**src/rtl/sram_arbiter.sv**
```systemverilog
// sram_arbiter: shares one single-port SRAM between the console (priority) and the AVR loader,
// running each access as setup/strobe/hold with a starvation counter bounding AVR latency.
module sram_arbiter #(
    parameter int WAIT_CYCLES  = 2,
    parameter int STARVE_LIMIT = 4
) (
    input  logic        clk,
    input  logic        reset,
    input  logic        con_req,
    input  logic        con_we,
    input  logic [20:0] con_addr,
    input  logic [7:0]  con_wdata,
    output logic        con_ack,
    output logic [7:0]  con_rdata,
    input  logic        avr_req,
    input  logic        avr_we,
    input  logic [20:0] avr_addr,
    input  logic [7:0]  avr_wdata,
    output logic        avr_ack,
    output logic [7:0]  avr_rdata,
    output logic [20:0] sram_addr,
    input  logic [7:0]  sram_data_in,
    output logic [7:0]  sram_data_out,
    output logic        sram_data_oe,
    output logic        sram_ce_n,
    output logic        sram_oe_n,
    output logic        sram_we_n
);
    typedef enum logic [1:0] {IDLE, SETUP, STROBE, HOLD} state_t;
    localparam logic [3:0] WAIT  = 4'(WAIT_CYCLES);
    localparam logic [3:0] LIMIT = 4'(STARVE_LIMIT);

    state_t      state_q, state_d;
    logic [3:0]  cnt_q, cnt_d;
    logic [3:0]  starve_q, starve_d;
    logic        avr_sel_q, avr_sel_d;
    logic        we_q, we_d;
    logic [20:0] addr_q, addr_d;
    logic [7:0]  wdata_q, wdata_d;
    logic [7:0]  con_rdata_q, con_rdata_d;
    logic [7:0]  avr_rdata_q, avr_rdata_d;
    logic        ce_n_q, ce_n_d, oe_n_q, oe_n_d, we_n_q, we_n_d;
    logic        data_oe_q, data_oe_d, con_ack_q, con_ack_d, avr_ack_q, avr_ack_d;
    logic        pick_avr, capture;

    always_comb begin
        state_d   = state_q;
        cnt_d     = cnt_q;
        starve_d  = starve_q;
        avr_sel_d = avr_sel_q;
        we_d      = we_q;
        addr_d    = addr_q;
        wdata_d   = wdata_q;
        pick_avr  = !con_req || starve_q == LIMIT;
        capture   = state_q == STROBE && cnt_q == 4'd1 && !we_q;
        con_rdata_d = capture && !avr_sel_q ? sram_data_in : con_rdata_q;
        avr_rdata_d = capture && avr_sel_q ? sram_data_in : avr_rdata_q;
        case (state_q)
            IDLE: if (con_req || avr_req) begin
                state_d   = SETUP;
                avr_sel_d = pick_avr;
                we_d      = pick_avr ? avr_we : con_we;
                addr_d    = pick_avr ? avr_addr : con_addr;
                wdata_d   = pick_avr ? avr_wdata : con_wdata;
                starve_d  = pick_avr || !avr_req ? 4'd0 : starve_q == LIMIT ? LIMIT : starve_q + 4'd1;
            end
            SETUP: begin
                state_d = STROBE;
                cnt_d   = WAIT;
            end
            STROBE: begin
                cnt_d   = cnt_q - 4'd1;
                state_d = cnt_q == 4'd1 ? HOLD : STROBE;
            end
            default: state_d = IDLE;
        endcase
        // Pin values are registered from the next state so they line up with the FSM phase.
        ce_n_d    = state_d == IDLE;
        oe_n_d    = !(state_d == STROBE && !we_d);
        we_n_d    = !(state_d == STROBE && we_d);
        data_oe_d = state_d != IDLE && we_d;
        con_ack_d = state_d == HOLD && !avr_sel_d;
        avr_ack_d = state_d == HOLD && avr_sel_d;
    end

    always_ff @(posedge clk) begin
        if (reset) begin
            state_q     <= IDLE;
            cnt_q       <= 4'd0;
            starve_q    <= 4'd0;
            avr_sel_q   <= 1'b0;
            we_q        <= 1'b0;
            addr_q      <= 21'd0;
            wdata_q     <= 8'd0;
            con_rdata_q <= 8'd0;
            avr_rdata_q <= 8'd0;
            ce_n_q      <= 1'b1;
            oe_n_q      <= 1'b1;
            we_n_q      <= 1'b1;
            data_oe_q   <= 1'b0;
            con_ack_q   <= 1'b0;
            avr_ack_q   <= 1'b0;
        end else begin
            state_q     <= state_d;
            cnt_q       <= cnt_d;
            starve_q    <= starve_d;
            avr_sel_q   <= avr_sel_d;
            we_q        <= we_d;
            addr_q      <= addr_d;
            wdata_q     <= wdata_d;
            con_rdata_q <= con_rdata_d;
            avr_rdata_q <= avr_rdata_d;
            ce_n_q      <= ce_n_d;
            oe_n_q      <= oe_n_d;
            we_n_q      <= we_n_d;
            data_oe_q   <= data_oe_d;
            con_ack_q   <= con_ack_d;
            avr_ack_q   <= avr_ack_d;
        end
    end

    assign con_ack       = con_ack_q;
    assign avr_ack       = avr_ack_q;
    assign con_rdata     = con_rdata_q;
    assign avr_rdata     = avr_rdata_q;
    assign sram_addr     = addr_q;
    assign sram_data_out = wdata_q;
    assign sram_data_oe  = data_oe_q;
    assign sram_ce_n     = ce_n_q;
    assign sram_oe_n     = oe_n_q;
    assign sram_we_n     = we_n_q;
endmodule

```
**config.mk**
```make
export PLATFORM = sky130hd
export DESIGN_NAME = sram_arbiter
export DESIGN_NICKNAME = d
export VERILOG_FILES = /design/src/rtl/sram_arbiter.sv
export SDC_FILE = /design/constraint.sdc
export NUM_CORES = 1
export LEC_CHECK = 0
export ABC_AREA = 1
export BUFFER_PORTS_ARGS = -buffer_cell sky130_fd_sc_hd__buf_2
export CAP_MARGIN = 40
export CORE_MARGIN = 3
export CORE_UTILIZATION = 43
export DETAILED_ROUTE_END_ITERATION = 7
export PLACE_DENSITY = 0.74
export SYNTH_ARGS = -nofsm -noshare
export SYNTH_HDL_FRONTEND = slang
export SYNTH_SLANG_ARGS = --single-unit
```
**constraint.sdc**
```tcl
create_clock -name clk -period 1.25 [get_ports clk]
set_input_delay 0.25 -clock clk [delete_from_list [all_inputs] [get_ports clk]]
set_output_delay 0.25 -clock clk [all_outputs]
set_load 0.02 [all_outputs]
```
* Yosys cells after proc, flatten, opt, wreduce, memory -nomap -nowiden
Index checks and enable logic that the tools add are counted.
** Operators by class
- Eq/ne operators :: 6
- Reductions and logical operators :: 25
- Add/sub/neg operators :: 2
- Multiplexer cells :: 13
** Operators by type and width (number)
- 21-bit 2-to-1 mux :: 1
- 1-bit logical AND :: 9
- 1-bit zero test :: 8
- 4-bit 2-to-1 mux :: 2
- 8-bit 2-to-1 mux :: 1
- 4-bit case mux with 2 select lines :: 1
- 2-bit equality test (second input constant) :: 3
- 1-bit 2-to-1 mux :: 6
- 2-bit case mux with 3 select lines :: 1
- 4-bit by 1-bit adder with 4-bit output (second input constant) :: 1
- 4-bit by 1-bit equality test with 1-bit output (second input constant) :: 1
- 4-bit by 3-bit equality test with 1-bit output (second input constant) :: 1
- 2-bit zero test :: 2
- 2-bit nonzero test :: 2
- 4-bit by 1-bit subtractor with 4-bit output (second input constant) :: 1
- 1-bit logical OR :: 3
- 2-bit by 1-bit equality test with 1-bit output (second input constant) :: 1
- 2-bit 2-to-1 mux :: 1
- 2-bit AND reduction :: 1
** Storage, ports and cells
- Output and inout port bits :: 51
- Input port bits :: 72
- Register bits after elaboration :: 63
- Logic and storage cells :: 61

* Longest topological paths before layout
- Depth after elaboration :: 8
- Mapped depth :: 9
- Gate-level depth less buffers :: 8

* Worst setup path before layout
Ideal clock, no wire load.
- Kind :: reg-to-reg
- Start :: register state_q[0]
- End :: register we_n_q, in the netlist sram_we_n
- Period minus slack after synthesis :: 1.293 ns
- Required time :: 1.123 ns
- Path slack :: -0.043 ns
- Data arrival time :: 1.167 ns
- Path buffers :: 0
- Library setup time :: 0.127 ns
- Stages on the path, launching flop included :: 8
- Cell sequence :: dfxtp_1 -> inv_1 -> ha_1 -> inv_1 -> nor2_1 -> inv_1 -> a21oi_1 -> nand3_1
** Between the ends
- Word-level cells in the longest chain between the ends :: 5
- Elaborated cells on any way between the ends :: 9
- Classes of those cells :: 3 x eq/ne; 3 x mux; 3 x reduce/logical
** RTL lines
- from (decl) :: line 33 : state_t state_q, state_d;
- from (signal assigned) :: line 104 : state_q <= state_d;
- 2-bit equality test, or another cell as far along :: line 58 : case (state_q)
- 2-bit case mux with 3 select lines (*) :: line 58
- via state_d[1] :: line 33
- 2-bit equality test (*) :: line 80 : we_n_d = !(state_d == STROBE && we_d);
- 1-bit logical AND (*) :: line 80
- 1-bit zero test (*) :: line 80
- to (signal assigned) :: line 115 : we_n_q <= we_n_d;
- to (decl) :: line 42 : logic ce_n_q, ce_n_d, oe_n_q, oe_n_d, we_n_q, we_n_d;
The timed path passes the listed nets; every way through them passes the cells marked *.
A chain may end at the register's enable or synchronous reset.

* Worst setup path after layout
- Start :: register state_q[0]
- End :: register con_rdata_q[7], in the netlist con_rdata[7]
** Between the ends
- Word-level cells in the longest chain between the ends :: 4
** RTL lines
- 2-bit equality test :: line 55 : capture = state_q == STROBE && cnt_q == 4'd1 && !we_q;
- 1-bit logical AND (2 in series) :: line 55
- 1-bit logical AND :: line 56 : con_rdata_d = capture && !avr_sel_q ? sram_data_in : con_rdata_q;
- to (signal assigned) :: line 111 : con_rdata_q <= con_rdata_d;
- to (decl) :: line 40 : logic [7:0] con_rdata_q, con_rdata_d;
No other way between the ends.

==> flow_metrics.py <==
metrics = {
    "detailed_routing": {
        "route.met2.wl_um": 4060,
        "drc": 0,
        "dr.pass1.iters": 4,
        "wl_per_cell_um": 11.95,
        "via_count": 3251,
        "ant_nets": 0,
        "wl_met1_um": 3505,
        "top_layer_used": "met4",
        "wl_met3_um": 677,
        "drtIter0Drc": 135,
        "totalWireLength_um": 8402,
        "vias_per_cell": 4.624,
    },
    "sta": {
        "period_needed_ns": 1.347,
        "layout_setup_ws_ns": -0.09734,
        "relSlewSlack_pct": 78.14,
        "max_slew.worst_pin.slew_ns": 0.3274,
        "skew_ns": 0.005937,
        "hold_viol": 0,
        "rsz0062_at_grt": "yes",
        "slew_viol_final": 0,
        "fin_tns_setup_ns": -2.311,
        "fmax_ghz": 0.7422,
        "setup_viol": 48,
        "finalCritPeriodShare_pct": 107.8,
    },
    "die": {
        "die_h_um": 89.64,
        "boundaryPins": 123,
        "start_util_pct": 45.80,
        "fp.dieArea_mm2": 0.008034,
        "num_rows": 29,
        "core-area_mm2": 0.006568,
        "die_w_um": 89.64,
    },
    "synth": {
        "synth_edf_count": 0,
        "synth_most_common_cell": "nor2_1",
        "synth_cell_types": 25,
        "syn_avg_cell_area_um2": 6.582,
        "synthCells": 457,
        "synth_seq_cells": 63,
        "synth_sequential_area_ratio_pct": 41.93,
        "ys.warnings.count": 0,
        "synthSimpleGateAreaFrac_pct": 39.43,
        "synth-adder-area-share_pct": 2.912,
        "ys.flop_type": "dfxtp_1",
        "synth_top_area_share_pct": 41.93,
        "synthTopCellsByArea": "dfxtp_1, nor2_1, nand2_1, nand3_1, inv_1",
        "syn_area_mm2": 0.003008,
        "synthMuxAreaShare_pct": 0,
        "synth_common_cells": "nor2_1, nand2_1, nand3_1",
        "synth_top_family_by_area": "simple AND/OR/NAND/NOR gates",
        "synthArstFlopShare_pct": 0,
        "synth_xor_area_share_pct": 0.5824,
        "synth_area_leader_cell": "dfxtp_1",
        "synth_compound_area_share_pct": 2.537,
        "synth_nets": 536,
    },
    "cts": {
        "clock-sinks": 63,
        "clockBufferDepth": 2,
        "cts_hold_buf": 0,
        "clock-root-buffer": "clkbuf_8",
        "ctsHtreeMaxLevel": 3,
        "clk_pin_slew_ns": 0.07,
        "tritoncts": "yes",
        "clk_latency_ns": 0.33,
        "numCtsBuffers": 9,
    },
    "critical_path": {
        "worstPathMaxFanout": 8,
        "crit_path_end_kind": "flop",
        "crit_arrival_ns": 1.61,
        "start_kind": "flop",
        "cp.required_ns": 1.51,
        "crit_type": "reg2reg",
    },
    "grt": {
        "grt_pass1_vias": 3070,
        "antenna_found_initial": 0,
        "grt_max_degree": 30,
        "track_usage_pct": 20.60,
        "grt_pass1_wl_um": 13040,
        "overflow": 0,
    },
    "final_layout": {
        "nNetsFinal": 684,
        "final_layout_size_suffix_gt1_share_pct": 37.21,
        "syn_to_final_growth_pct": 46.09,
        "diodes": 0,
        "postLayoutCellArea_mm2": 0.004394,
    },
    "flow_run": {
        "max_cap_violations": 0,
    },
    "place": {
        "gp_congestion": 0.7800,
        "portBuffers": 122,
        "hpwl_um": 5678,
        "placed_cell_area_mm2": 0.003809,
    },
    "min_path": {
        "hold_path.class": "in2reg",
    },
    "outcome": {
        "violations": "setup timing",
        "status": "complete, but fails checks",
    },
    "pwr": {
        "p_per_area_mw_per_mm2": 1855,
        "finalPower_uw": 8151,
        "irDropWorstVdd_v": 0.0009370,
        "leakage_uw": 0.002464,
    },
}
[flip-flops by register name, summed over array words and instances, names as in the netlist, 2 cells and up]
signal	count
sram_addr	21
state_q	2
con_rdata	8
starve_q	4
avr_rdata	8
cnt_q	4
sram_data_out	8
[through the flow]
step / worst slack, ns / hold WS, ns / util [%] / instances
floorplan: -0.03463 / 0.3849 / - / 457
global placement: -0.08809 / 0.4899 / 57.99 / 673
detailed placement: -0.1368 / 0.4911 / 57.99 / 673
CTS: -0.08476 / 0.1437 / 65.23 / 699
global route: -0.1886 / 0.1725 / 66.91 / 703
finish: -0.09734 / 0.1615 / 66.91 / 703
[critical path, cell delays in order (launching register included)]
cell and delay, ns:
dfxtp_2 0.34, inv_4 0.08, ha_4 0.15, nand3_4 0.09, nor2_4 0.25, nand2_4 0.15
nand2_1 0.09, nand2_1 0.05, nor2_1 0.09
[area by class of cell]
| cell class | count | area (um^2) |
|---|---|---|
| tap | 93 | 116.4 |
| clock inverter | 2 | 37.54 |
| sequential | 63 | 1269 |
| clock buffer | 14 | 172.7 |
| inverter | 62 | 240.2 |
| timing repair buffer | 159 | 993.5 |
| fill | 565 | 2173 |
| multi-input combinational | 310 | 1565 |
[report_power, final]
| group | internal [uW] | switching [uW] |
|---|---|---|
| clock | 1090 | 749 |
| sequential | 2450 | 283 |
| combinational | 1590 | 2000 |
[cell families after synthesis]
kind of cell,after synthesis
AND/OR/NAND/NOR,287
flip-flops,63
AO/OA/AOI/OAI,12
buffers and inverters,86
XOR/XNOR,2
adder cells (fa/ha/maj),7
[path summary, 6_finish.rpt]
check	startpoint	to	slack (ns)	depth (start not counted)
min reg2reg	con_rdata[1]	con_rdata[1]	0.51	4
max	state_q[0]	con_rdata[7]	-0.1	8
min	sram_data_in[7]	avr_rdata[7]	0.16	3
max reg2reg	state_q[0]	con_rdata[7]	-0.1	8
[layer usage]
layer / track usage (%) / up-vias
li1: - / 1684
met1: 22.83 / 1437
met2: 37.23 / 115
met3: 5.566 / 15
met4: 7.984 / 0
met5: 0 / -
[timing repair]
action / 4_1_cts / 5_1_grt
endpoints found under the setup margin: 59 / 60
pin swaps: 13 / 9
gates cloned: 4 / 1
resized for setup: 44 / 23
setup buffers: 6 / 3
[layout by cell type, fill, tap and decap left out, types with 9 or more instances in the layout]
master	count
buf_2	122
nor2_1	97
nand2_1	92
nand3_1	62
dfxtp_1	59
inv_1	54
buf_4	27
nand2_2	12
clkbuf_8	12
nor2_2	9
(Power assumes the default switching activity.)
